--- config.mk ---
export PLATFORM = sky130hd
export DESIGN_NAME = serial_adder_fsm_flat
export DESIGN_NICKNAME = d
export VERILOG_FILES = /design/src/rtl/serial_adder_pkg.sv /design/src/rtl/serial_adder_fsm_if.sv /design/src/rtl/serial_adder_fsm_fa.sv /design/src/rtl/serial_adder_fsm.sv /design/src/flat_wrapper.sv
export SDC_FILE = /design/constraint.sdc
export NUM_CORES = 1
export LEC_CHECK = 0
export BUFFER_PORTS_ARGS = -buffer_cell sky130_fd_sc_hd__buf_4
export CAP_MARGIN = 0
export CORE_ASPECT_RATIO = 0.5
export CORE_UTILIZATION = 45
export DETAILED_ROUTE_END_ITERATION = 10
export PLACE_DENSITY = 0.8
export SYNTH_ARGS = -nofsm -noshare
export SYNTH_HDL_FRONTEND = slang
export SYNTH_SLANG_ARGS = --single-unit
--- constraint.sdc ---
create_clock -name clk -period 1.2 [get_ports clk]
set_input_delay 0.06 -clock clk [delete_from_list [all_inputs] [get_ports clk]]
set_output_delay 0.06 -clock clk [all_outputs]
set_load 0.01 [all_outputs]
--- src/rtl/serial_adder_pkg.sv ---
// Shared definitions for the bit-serial adder: state encoding, legal WIDTH range
// and the counter-width helper.
package serial_adder_pkg;

  typedef enum logic [1:0] {
    ST_IDLE  = 2'd0,
    ST_SHIFT = 2'd1,
    ST_DONE  = 2'd2
  } state_t;

  localparam int WIDTH_MIN = 1;
  localparam int WIDTH_MAX = 32;

  // A 1-bit counter is still needed when WIDTH=1 because $clog2(1) is 0.
  function automatic int cntWidth(input int width);
    return (width <= 2) ? 1 : $clog2(width);
  endfunction

endpackage

--- src/rtl/serial_adder_fsm_if.sv ---
// Operand/result bundle of the serial adder; the requester is the master and the
// adder is the slave.
interface serial_adder_fsm_if #(parameter int WIDTH = 8);

  logic             start;
  logic [WIDTH-1:0] a;
  logic [WIDTH-1:0] b;
  logic             cin;
  logic             busy;
  logic             done;
  logic [WIDTH-1:0] sum;
  logic             cout;

  modport master (output start, a, b, cin, input busy, done, sum, cout);
  modport slave  (input start, a, b, cin, output busy, done, sum, cout);

endinterface

--- src/rtl/serial_adder_fsm_fa.sv ---
// One-bit full adder written as a truth-table decode of {A,B,Cin}.
module fulladder_decoder (
  input  logic A,
  input  logic B,
  input  logic Cin,
  output logic Sum,
  output logic Cout
);

  always_comb begin
    Sum  = 1'b0;
    Cout = 1'b0;
    case ({A, B, Cin})
      3'b000: begin Sum = 1'b0; Cout = 1'b0; end
      3'b001: begin Sum = 1'b1; Cout = 1'b0; end
      3'b010: begin Sum = 1'b1; Cout = 1'b0; end
      3'b011: begin Sum = 1'b0; Cout = 1'b1; end
      3'b100: begin Sum = 1'b1; Cout = 1'b0; end
      3'b101: begin Sum = 1'b0; Cout = 1'b1; end
      3'b110: begin Sum = 1'b0; Cout = 1'b1; end
      default: begin Sum = 1'b1; Cout = 1'b1; end
    endcase
  end

endmodule

--- src/rtl/serial_adder_fsm.sv ---
// Bit-serial LSB-first adder: one full-adder stage reused WIDTH times, with the
// carry registered between bits and a one-cycle done pulse per result.
module serial_adder_fsm
  import serial_adder_pkg::*;
#(
  parameter int WIDTH = 8
) (
  input  logic                clk,
  input  logic                rst,
  serial_adder_fsm_if.slave   bus
);

  localparam int CW = cntWidth(WIDTH);
  localparam logic [CW-1:0] LAST_CNT = CW'(WIDTH - 1);

  if (WIDTH < WIDTH_MIN || WIDTH > WIDTH_MAX) begin : g_widthCheck
    $error("serial_adder_fsm: WIDTH out of the supported range");
  end

  state_t           r_state;
  state_t           w_nextState;
  logic [WIDTH-1:0] r_aSr;
  logic [WIDTH-1:0] r_bSr;
  logic [WIDTH-1:0] r_sumSr;
  logic             r_carry;
  logic [CW-1:0]    r_cnt;
  logic [WIDTH-1:0] r_sum;
  logic             r_cout;
  logic             w_faSum;
  logic             w_faCout;
  logic             w_accept;
  logic             w_shift;
  logic             w_lastBit;
  logic             w_busy;
  logic             w_done;
  logic [WIDTH-1:0] w_sumNext;

  fulladder_decoder u_fa (
    .A    (r_aSr[0]),
    .B    (r_bSr[0]),
    .Cin  (r_carry),
    .Sum  (w_faSum),
    .Cout (w_faCout)
  );

  assign w_lastBit = (r_cnt == LAST_CNT);
  // Shift form rather than a concatenation slice so WIDTH=1 stays legal.
  assign w_sumNext = (r_sumSr >> 1) | (WIDTH'(w_faSum) << (WIDTH - 1));

  always_ff @(posedge clk) begin
    if (rst) r_state <= ST_IDLE;
    else     r_state <= w_nextState;
  end

  // The unused encoding falls into the default branch and behaves as IDLE.
  always_comb begin
    w_nextState = ST_IDLE;
    w_accept    = 1'b0;
    w_shift     = 1'b0;
    w_busy      = 1'b0;
    w_done      = 1'b0;
    case (r_state)
      ST_SHIFT: begin
        w_busy      = 1'b1;
        w_shift     = 1'b1;
        w_nextState = w_lastBit ? ST_DONE : ST_SHIFT;
      end
      ST_DONE: begin
        w_done      = 1'b1;
        w_accept    = bus.start;
        w_nextState = bus.start ? ST_SHIFT : ST_IDLE;
      end
      default: begin
        w_accept    = bus.start;
        w_nextState = bus.start ? ST_SHIFT : ST_IDLE;
      end
    endcase
  end

  always_ff @(posedge clk) begin
    if (rst) begin
      r_aSr   <= '0;
      r_bSr   <= '0;
      r_sumSr <= '0;
      r_carry <= 1'b0;
      r_cnt   <= '0;
      r_sum   <= '0;
      r_cout  <= 1'b0;
    end else if (w_accept) begin
      r_aSr   <= bus.a;
      r_bSr   <= bus.b;
      r_carry <= bus.cin;
      r_cnt   <= '0;
    end else if (w_shift) begin
      r_aSr   <= r_aSr >> 1;
      r_bSr   <= r_bSr >> 1;
      r_sumSr <= w_sumNext;
      r_carry <= w_faCout;
      r_cnt   <= r_cnt + CW'(1);
      if (w_lastBit) begin
        r_sum  <= w_sumNext;
        r_cout <= w_faCout;
      end
    end
  end

  assign bus.busy = w_busy;
  assign bus.done = w_done;
  assign bus.sum  = r_sum;
  assign bus.cout = r_cout;

endmodule

--- src/flat_wrapper.sv ---
// flat-port wrapper written by rule: the top's interface ports become plain ports
module serial_adder_fsm_flat import serial_adder_pkg::*;
#(
  parameter int WIDTH = 8
)
  (clk, rst, bus_start, bus_a, bus_b, bus_cin, bus_busy, bus_done, bus_sum, bus_cout);
  serial_adder_fsm_if #(.WIDTH(WIDTH)) bus_i ();
  input  logic clk;
  input  logic rst;
  input wire logic [$bits(bus_i.start)-1:0] bus_start;
  input wire logic [$bits(bus_i.a)-1:0] bus_a;
  input wire logic [$bits(bus_i.b)-1:0] bus_b;
  input wire logic [$bits(bus_i.cin)-1:0] bus_cin;
  output wire logic [$bits(bus_i.busy)-1:0] bus_busy;
  output wire logic [$bits(bus_i.done)-1:0] bus_done;
  output wire logic [$bits(bus_i.sum)-1:0] bus_sum;
  output wire logic [$bits(bus_i.cout)-1:0] bus_cout;
  assign bus_i.start = bus_start;
  assign bus_i.a = bus_a;
  assign bus_i.b = bus_b;
  assign bus_i.cin = bus_cin;
  assign bus_busy = bus_i.busy;
  assign bus_done = bus_i.done;
  assign bus_sum = bus_i.sum;
  assign bus_cout = bus_i.cout;
  serial_adder_fsm #(.WIDTH(WIDTH)) u_core (.clk(clk), .rst(rst), .bus(bus_i));
endmodule
## Word-level counts from Yosys, hierarchy flattened

Cells that the tools add are included.

- Add/subtract/negate cells: 1
- Eq/ne operators: 9
- Mux-type cells: 14
- Bitwise operators: 2
- Reductions and logical operators: 7

Operators with widths:

| operator | number |
|---|---|
| 8-bit 2-to-1 mux | 4 |
| 3-bit == test (second input constant) | 4 |
| 1-bit 2-to-1 mux | 8 |
| 7-bit by 8-bit OR with 8-bit output | 1 |
| 4-bit OR reduction | 2 |
| 3-bit by 2-bit == test with 1-bit output (second input constant) | 2 |
| 2-bit 2-to-1 mux | 2 |
| 3-bit by 1-bit adder with 3-bit output (second input constant) | 1 |
| 3-bit by 1-bit == test with 1-bit output (second input constant) | 1 |
| 3-bit zero test | 1 |
| 3-bit AND reduction | 1 |
| 2-bit by 1-bit == test with 1-bit output (second input constant) | 1 |
| 2-bit == test (second input constant) | 1 |
| 2-bit AND reduction | 1 |
| 2-bit nonzero test | 1 |
| 2-bit OR reduction | 1 |
| 1-bit inverter | 1 |

- Register bits after elaboration: 39
- Input bits: 20
- Output and inout bits: 11

## Depth between registers and ports, before layout

- Depth in word-level cells: 5
- Depth in mapped cells: 6

## Modules after synthesis

From an unflattened synthesis, not the netlist that was laid out.

- Cell total of the unflattened synthesis: 170
- Area, all modules: 1,699.1 um^2

By module, submodules not included:

| module | times used | cells an instance | area each (um^2) | sequential area each (um^2) |
|---|---|---|---|---|
| serial_adder_fsm | 1 | 168 | 1,665.3 | 760.7 |
| fulladder_decoder | 1 | 2 | 33.8 | 0.0 |

## Worst setup path after synthesis

No wires, ideal clock.

- Kind: register -> register
- Start point: register u_core.r_cnt[0]
- End point: register u_core.r_cout, in the netlist u_core.bus.cout
- Setup time: 0.123 ns
- Arrival: 1.095 ns
- Path slack: -0.018 ns
- Cell stages (with the launch flop): 7
- Buffers on the path: 1
- Period minus slack after synthesis: 1.218 ns
- Cell sequence: dfxtp_1 -> ha_1 -> ha_1 -> and3b_1 -> buf_2 -> nor2_1 -> nor3_1

- Cells in the longest elaborated chain, start to end: 2

Ends and longest elaborated chain:

| element | RTL line | source |
|---|---|---|
| start, declared | serial_adder_fsm.sv:26 | `logic [CW-1:0] r_cnt;` |
| start signal, assigned | serial_adder_fsm.sv:99 | `r_cnt <= r_cnt + CW'(1);` |
| 3-bit == test | serial_adder_fsm.sv:46 | `assign w_lastBit = (r_cnt == LAST_CNT);` |
| named net u_core.w_lastBit | serial_adder_fsm.sv:33 | `logic w_lastBit;` |
| 3-bit AND reduction (no source line) | n/a |  |
| end signal, assigned | serial_adder_fsm.sv:102 | `r_cout <= w_faCout;` |
| end, declared | serial_adder_fsm.sv:28 | `logic r_cout;` |

The timed path passes the listed nets, and every way through them passes these cells.
A chain may end at the register's enable or synchronous reset.

## Worst setup path after layout

- Start point: register u_core.r_cnt[1]
- End point: register u_core.r_cout, in the netlist u_core.bus.cout

The elaborated chain is that of the path after synthesis.

==> reports/qor.csv <==
metric,value,unit
placed_cells,242,
holdPathEnd,u_core.r_aSr[7]$_SDFFE_PP0P_,
synth.avg_cell_area,9.620,um^2
use_met3,4.478,%
critPathLaunchType,register,
hold_path.class,in -> reg,
synth_area_leader_cell,dfxtp_1,
gp_congestion,0.7125,
critPathRequiredTime,1410,ps
path_class,reg -> reg,
final-seq-area,765.7,um^2
synth_fp_nets,192,
ys_top_cells_by_area,"dfxtp_1, a211oi_2, mux2i_1, nand2_1, a21oi_1",
antennaDiodeCount,0,
drtPass1Iterations,4,
grt_usage,17.61,%
design.die.area,3894,um^2
holdPathStages,3,
ys_ff_latch,38,
via_per_inst,4.952,
drv_cap,0,
cts_max_level,2,
grt_max_degree,39,
grt_pass1_vias,1118,
yosysWarnings,0,
antenna_found_initial,0,
port_buffers,30,
fin_skew,3.177,ps
synth_area,1635,um^2
tns,-13.98,ps
violations,setup timing,
postSynthCellCount,170,
clk_path_buf_depth,2,
drc,0,
area_growth,26.63,%
holdWs,71.25,ps
io_pins,31,
multi_input_area,843.3,um^2
overflow,0,
layout-drive-gt1-share,36.82,%
busiest_layer,met2,
coreArea,3453,um^2
setup_ws,-13.98,ps
drtAntennaViolNets,0,
grt_setup_unrepaired,yes,
fmax,823.7,MHz
initial_core_util,47.36,%
drt-total-wl,3144,um
clk_latency,290,ps
grtUsageMet2,28.44,%
slew_violations,0,
met1_usage,22.68,%
clk_pin_slew,70,ps
worstHoldStart,bus_a[7],
worstReg2RegStart,u_core.r_cnt[1]$_SDFFE_PP0N_,
critical_path.max_fanout,5,
fin_crit_sh,101.2,%
die-width,87.26,um
setup.worst_path.end_class,register,
cp_data_arrival_time,1420,ps
first_iter_violations,43,
fin_util,59.96,%
finalSetupViolCount,1,
ys_seq_area_share,46.52,%
fp-row-count,15,
n_fill_cell,291,
ir_drop,0.0004376,V
synth_cell_type_count,20,
rrSetupSlack,-10,ps
vias,1248,
layoutNonFillerInstCount,252,
hpwlAfterDp,1881,um
hold_viol,0,
pwr_density_cell,1248,nW/um^2
leakagePower,0.0008309,uW
finalCriticalPeriod,1214,ps
tritoncts,built,
worst_pin_slew,477.2,ps
cts_buffers,5,
dieHeight,44.63,um
cts.sinks,38,
cts_root_buf,clkbuf_8,
synthDominantCellAreaShare,46.52,%
grt_first_pass_wirelength,5112,um
reg2reg_depth,5,
r2r_end,u_core.bus.cout$_SDFFE_PP0P_,
slew_headroom,68.19,%
wl_per_cell,12.48,um
run_status,"finished, violations left",
nets,222,
==> critical path, stage by stage, from the launching register on <==
cell,delay [ps]
dfxtp_2,360
ha_4,140
ha_4,130
and3b_2,280
nor2_4,50
nor3_2,190
==> cell usage after synthesis <==
cell	n
a21oi_1	18
nand2b_1	2
mux2i_1	17
buf_4	7
nand3b_1	4
maj3_1	1
o21ai_0	1
dfxtp_1	38
inv_4	1
nand2_1	32
nor2b_1	1
buf_6	1
buf_2	5
a211oi_2	15
clkbuf_1	1
nor2_1	19
xor3_1	1
nor3_1	3
and3b_1	1
ha_1	2
==> final cells by class <==
class | instances | share of cell area (%)
Clock buffer | 6 | 3.988
Multi-Input combinational cell | 118 | 40.73
Tap cell | 51 | 3.082
Clock inverter | 2 | 0.6042
Inverter | 1 | 0.4230
Timing Repair Buffer | 36 | 14.20
Sequential cell | 38 | 36.98
==> worst max path at each step <==
stage	from	end	slack, ps
6_report	u_core.r_cnt[1]$_SDFFE_PP0N_	u_core.bus.cout$_SDFFE_PP0P_	-10
3_5_place_dp	u_core.r_cnt[0]$_SDFFE_PP0N_	u_core.bus.sum[1]$_SDFFE_PP0P_	-90
3_3_place_gp	u_core.r_cnt[0]$_SDFFE_PP0N_	u_core.bus.sum[0]$_SDFFE_PP0P_	-40
2_1_floorplan	u_core.r_cnt[0]$_SDFFE_PP0N_	u_core.bus.cout$_SDFFE_PP0P_	10
4_1_cts	u_core.r_cnt[1]$_SDFFE_PP0N_	u_core.bus.cout$_SDFFE_PP0P_	-20
5_1_grt	u_core.r_cnt[1]$_SDFFE_PP0N_	u_core.bus.cout$_SDFFE_PP0P_	-90
==> cell families after synthesis <==
family | after synthesis | synth area share [%]
AND/OR/NAND/NOR | 62 | 16.14
multiplexers | 17 | 10.41
AO/OA/AOI/OAI | 34 | 17.29
XOR/XNOR | 1 | 1.454
adder cells (fa/ha/maj) | 3 | 2.142
buffers and inverters | 15 | 6.044
flip-flops | 38 | 46.52
==> placed cells by master, fill, tap and decap left out, drive strengths merged <==
cell / synthesis / routed
maj3: 1 / 1
xor3: 1 / 1
inv: 1 / 1
clkinvlp: 0 / 1
a211oi: 15 / 15
mux2i: 17 / 17
nand2b: 2 / 2
buf: 13 / 36
nor2: 19 / 19
clkinv: 0 / 1
dfxtp: 38 / 38
nand3b: 4 / 4
nor2b: 1 / 1
clkbuf: 1 / 6
and3b: 1 / 2
a21oi: 18 / 18
o21ai: 1 / 1
ha: 2 / 2
nand2: 32 / 32
nor3: 3 / 3
==> sequential cells by signal, summed over array words and instances, names as in the netlist <==
signal and flops:
u_core.bus.cout 1, u_core.bus.sum 8, u_core.r_aSr 8, u_core.r_bSr 8, u_core.r_carry 1, u_core.r_cnt 3
u_core.r_state 2, u_core.r_sumSr 7
==> report_power, final <==
| part | internal [uW] | switching (uW) | total [uW] |
|---|---|---|---|
| Combinational | 162 | 160 | 321 |
| Clock | 461 | 441 | 902 |
| Sequential | 1320 | 40.6 | 1360 |
==> per-layer routing <==
| layer | vias up | wire length, um |
|---|---|---|
| li1 | 642 | - |
| met1 | 581 | 1474 |
| met2 | 18 | 1522 |
| met3 | 7 | 102 |
| met4 | 0 | 44 |
| met5 | - | 0 |
==> what timing repair did <==
item                                    CTS  global route
endpoints found under the setup margin   10            32
hold buffers                              0             0
resized for setup                        10            11
buffers inserted                          1             0
pin swaps                                 3             1
gates cloned                              1             0
==> metrics by stage <==
stage                     power (uW)  area, um^2  setup WS (ps)
after CTS                       2609        2034         -17.65
after floorplan                 1611        1642          12.53
after global routing            2712        2071         -85.03
after detailed placement        1688        1884         -91.59
final                           2584        2071         -13.98
after global placement          1678        1884         -43.41
No activity file was read; power rests on OpenSTA's default activity.
